[config.mk]
export PLATFORM = sky130hd
export DESIGN_NAME = stream_demux_qos
export DESIGN_NICKNAME = d
export VERILOG_FILES = /design/src/rtl/stream_demux_qos.sv
export SDC_FILE = /design/constraint.sdc
export NUM_CORES = 1
export LEC_CHECK = 0
export BUFFER_PORTS_ARGS = -buffer_cell sky130_fd_sc_hd__buf_2
export CAP_MARGIN = 20
export CORE_UTILIZATION = 50
export CTS_BUF_LIST = sky130_fd_sc_hd__clkbuf_4 sky130_fd_sc_hd__clkbuf_8
export DETAILED_ROUTE_END_ITERATION = 8
export PLACE_DENSITY = 0.82
export SLEW_MARGIN = 5
export SYNTH_ARGS = -nofsm -noshare
export SYNTH_HDL_FRONTEND = slang
export SYNTH_SLANG_ARGS = --single-unit
[constraint.sdc]
create_clock -name clk -period 3.25 [get_ports clk]
set_input_delay 0.8125 -clock clk [delete_from_list [all_inputs] [get_ports clk]]
set_output_delay 0.8125 -clock clk [all_outputs]
set_load 0.02 [all_outputs]
[src/rtl/stream_demux_qos.sv]
// Routes one merged QoS-tagged stream to STREAM_COUNT output streams via a single registered slot.
// Optional macro STREAM_DEMUX_DROP_INVALID_EN discards packets whose first-beat ID is out of range.
module stream_demux_qos #(
    parameter int DATA_WIDTH   = 32,
    parameter int QOS_WIDTH    = 4,
    parameter int STREAM_COUNT = 2,
    parameter int ID_WIDTH     = $clog2(STREAM_COUNT)
) (
    input  logic                    clk,
    input  logic                    rst,
    input  logic [DATA_WIDTH-1:0]   s_data_i,
    input  logic [ID_WIDTH-1:0]     s_id_i,
    input  logic [QOS_WIDTH-1:0]    s_qos_i,
    input  logic                    s_last_i,
    input  logic                    s_valid_i,
    output logic                    s_ready_o,
    output logic [DATA_WIDTH-1:0]   m_data_o [STREAM_COUNT],
    output logic [QOS_WIDTH-1:0]    m_qos_o  [STREAM_COUNT],
    output logic [STREAM_COUNT-1:0] m_last_o,
    output logic [STREAM_COUNT-1:0] m_valid_o,
    input  logic [STREAM_COUNT-1:0] m_ready_i,
    output logic                    drop_o
);

    // Valid/ready: a beat moves when valid and ready are both high at a rising clk;
    // valid never depends combinationally on ready, and a raised valid holds its beat until taken.
    typedef enum logic [1:0] {IDLE, PKT, DROP} state_t;

    state_t              state, state_n;
    logic [ID_WIDTH-1:0] lock_id;
    logic [ID_WIDTH-1:0] slot_id;
    logic                slot_valid;
    logic [ID_WIDTH-1:0] dest_id;
    logic                id_in_range;
    logic                first_beat;
    logic                drain;
    logic                accept;
    logic                write;
    logic                drop_beat;

    always_comb begin
        first_beat  = (state == IDLE);
        id_in_range = ({1'b0, s_id_i} < (ID_WIDTH + 1)'(STREAM_COUNT));
        dest_id     = first_beat ? (id_in_range ? s_id_i : '0) : lock_id;
        drain       = slot_valid && m_ready_i[slot_id];
`ifdef STREAM_DEMUX_DROP_INVALID_EN
        drop_beat   = (state == DROP) || (first_beat && !id_in_range);
        s_ready_o   = !rst && ((state == DROP) || !slot_valid || drain);
`else
        drop_beat   = 1'b0;
        s_ready_o   = !rst && (!slot_valid || drain);
`endif
        accept      = s_valid_i && s_ready_o;
        write       = accept && !drop_beat;
    end

    always_comb begin
        state_n = state;
        case (state)
            IDLE: if (accept && !s_last_i) state_n = drop_beat ? DROP : PKT;
            PKT:  if (accept && s_last_i)  state_n = IDLE;
            DROP: if (accept && s_last_i)  state_n = IDLE;
            default: state_n = IDLE;
        endcase
    end

    always_ff @(posedge clk or posedge rst) begin
        if (rst) begin
            state      <= IDLE;
            lock_id    <= '0;
            slot_valid <= 1'b0;
            slot_id    <= '0;
            m_last_o   <= '0;
            for (int k = 0; k < STREAM_COUNT; k++) begin
                m_data_o[k] <= '0;
                m_qos_o[k]  <= '0;
            end
        end else begin
            state <= state_n;
            if (accept && first_beat) lock_id <= dest_id;
            if (write) begin
                slot_valid <= 1'b1;
                slot_id    <= dest_id;
                // Only the destination's registers change; other streams keep their last beat.
                for (int k = 0; k < STREAM_COUNT; k++) begin
                    if (dest_id == ID_WIDTH'(k)) begin
                        m_data_o[k] <= s_data_i;
                        m_qos_o[k]  <= s_qos_i;
                        m_last_o[k] <= s_last_i;
                    end
                end
            end else if (drain) begin
                slot_valid <= 1'b0;
            end
        end
    end

    always_comb begin
        for (int k = 0; k < STREAM_COUNT; k++)
            m_valid_o[k] = slot_valid && (slot_id == ID_WIDTH'(k));
    end

`ifdef STREAM_DEMUX_DROP_INVALID_EN
    logic drop_q;
    always_ff @(posedge clk or posedge rst) begin
        if (rst) drop_q <= 1'b0;
        else     drop_q <= accept && drop_beat && s_last_i;
    end
    assign drop_o = drop_q;
`else
    assign drop_o = 1'b0;
`endif

endmodule
==> results by group <==
Synth
  – Synth top area cells: dfrtp_1 65%, mux2_2 28%, buf_4 1.5%
  – Netlist cell types: 18
  – Post-Syn Area: 2990 µm²
  – Post-Syn Instances: 180
  – Top-count cell post-synth: dfrtp_1
  – Flop and latch count out of synthesis: 78
  – Seq/Total Area, Yosys: 65.2%
  – Leading area contributor after synthesis: dfrtp_1
  – Fraction of registers with async set/reset: 100%
  – Syn Area/Cell: 16.6 µm²
  – Top FF cell, synth: dfrtp_1
  – Post-synth EDFFs: 0
  – Synth warn: 0
  – Synthesized net count: 223
  – Area share of the largest cell type after synthesis: 65.2%
  – Post-synth top cells: 78 x dfrtp_1, 74 x mux2_2, 6 x buf_4

Worst setup path
  – Critical Path Fanout Max: 6
  – Setup crit start: m_ready_i[1]
  – Worst setup path class: in2out
  – R2R Path Start: state[0]
  – Req. time, crit path: 2440 ps
  – Startpoint types: primary input
  – Critical Path End Type: primary output
  – Critical path arrival: 1610 ps

Layout
  – Multi-input logic area: 987 µm²
  – Fin cells: 382
  – Filler cell count: 421
  – Nets: 348
  – Finished Core Util: 69.7%
  – Area grow syn2layout: 31.4%
  – Share of cells above drive strength 1: 70.3%
  – Register area: 1950 µm²
  – # diodes: 0

Clock tree
  – Hold_buf cts: 0
  – Worst-Skew Late Latency: 330 ps
  – TritonCTS clock tree: done
  – Post-CTS Setup Repair Bufs: 0
  – Clock root buffer: clkbuf_8
  – Longest Clk Path Bufs: 2
  – Post-CTS resize count: 0
  – H-tree levels: 3
  – Clk sinks: 78
  – Worst-path clk slew: 70 ps
  – TritonCTS Buffers: 9

STA
  – Slew HR: 47.0%
  – Final period utilization: 74.5%
  – Final Hold Vio Count: 0
  – RSZ-0062 raised after global routing: no
  – Final min period: 2420 ps
  – Slew @ Worst Pin: 794 ps
  – Total negative setup slack: 0 ps
  – # setup viols final: 0
  – Fin. max-slew vios: 0
  – WHS: 487 ps
  – Worst Skew: 5.31 ps
  – Fmax: 413 MHz

Place
  – PortBufs: 119
  – Placed insts: 366
  – Routability cong.: 0.687
  – Post-DP HPWL: 4.00 mm

Pwr
  – Clock power share: 20.8%
  – Part of the power in registers: 39.0%
  – Comb pwr share: 40.2%
  – Pwr dens: 1110 nW/µm²
  – Switching power: 1580 µW
  – Int Pwr: 2760 µW
  – Pleak: 0.00189 µW
  – Sw Share: 36.4%
  – VDD IR max: 627 µV

Status
  – Outcome: complete, no violations

Routing
  – Total number of vias: 1924
  – Avg Vias per Cell: 5.04
  – Post-Route WL: 5.72 mm
  – DRT antenna net count: 0
  – 1st-pass router iterations: 4
  – DRT iter0 DRCs: 70
  – DRC: 0
  – WL/cell: 15.0 µm

Run
  – Max Cap Viol: 0

Global routing
  – First-pass GRT wire length: 9.72 mm
  – Initial antenna violation count: 0
  – GRT Total Usage: 20.7%
  – GR Overflow Total: 0
  – Vias in the first global route: 2115
  – Maximum number of pins on one net before global-route repair: 42

Floorplanning
  – Initial core utilization: 53.0%
  – Die Y-Extent: 79.4 µm
  – Die ar.: 6300 µm²
  – # IOs: 121
  – Core Rows: 27
  – Die outline width: 79.4 µm
  – Core Area: 5640 µm²

Hold path
  – Worst min-delay path class: reg2reg
  – Hold_sp: m_data_o[22]
-- per-layer routing --
layer | global-route usage [%] | vias to the layer above | wire, µm
met3 | 6.21 | 15 | 405
met5 | 0 | - | 0
met1 | 24.7 | 954 | 2400
li1 | - | 880 | -
met4 | 10.9 | 0 | 144
met2 | 33.6 | 75 | 2780
-- cells by family (layout without fill, tap and decap cells) --
logic type             count (synthesis)  in the layout  share of synthesized area, %
other                                  1              1                         0.125
buffers and inverters                 11            141                          2.22
AO/OA/AOI/OAI                          6              6                          1.84
multiplexers                          79             79                          29.7
AND/OR/NAND/NOR                        5              5                         0.878
flip-flops                            78             78                          65.2
-- power by group through the flow --
stage	logic (µW)	registers [µW]	clock network, µW
2_1_floorplan	549	2290	0
4_1_cts	1770	1700	929
3_5_place_dp	1770	1710	0
3_3_place_gp	1740	1680	0
5_1_grt	1860	1760	974
6_report	1750	1690	904
-- critical path, stage by stage --
cell and delay, ps:
buf_2 100, mux2i_2 400, a21oi_1 120, buf_2 170
-- area by class of cell --
class,count,area share [%]
Sequential cell,78,49.6
Multi-Input combinational cell,91,25.1
Timing Repair Buffer,123,16.2
Clock buffer,13,4.23
Clock inverter,3,2.29
Tap cell,72,2.29
Inverter,2,0.191
-- final timing paths --
| path | to | slack, ps | depth (start not counted) |
|---|---|---|---|
| setup / recovery | s_ready_o | 830 | 4 |
| hold / removal | m_data_o[22] | 490 | 1 |
| setup reg to reg | m_data_o[40] | 1270 | 4 |
| hold reg to reg | m_data_o[22] | 490 | 1 |
| max in group asynchronous | slot_valid | 1920 | 3 |
| min in group asynchronous | lock_id | 640 | 2 |
-- sequential cells by signal, summed over array words and instances (netlist names) --
name	flops
slot_valid	1
lock_id	1
m_qos_o	8
m_last_o	2
state	1
slot_id	1
m_data_o	64
-- cells in the final DEF (no fill, tap or decap), types with 3 or more instances in the layout --
cell and instances:
buf_2 119, clkbuf_8 11, buf_4 3, mux2_2 74, dfrtp_1 78, bufinv_16 3
-- stage by stage --
stage,setup slack (ps),area (µm²),power (µW)
floorplan,442,2990,2840
global placement,837,3670,3420
detailed placement,833,3670,3480
CTS,831,3930,4400
global route,701,3930,4600
finish,828,3930,4350
Note: power is estimated with default switching activity, not from simulation.
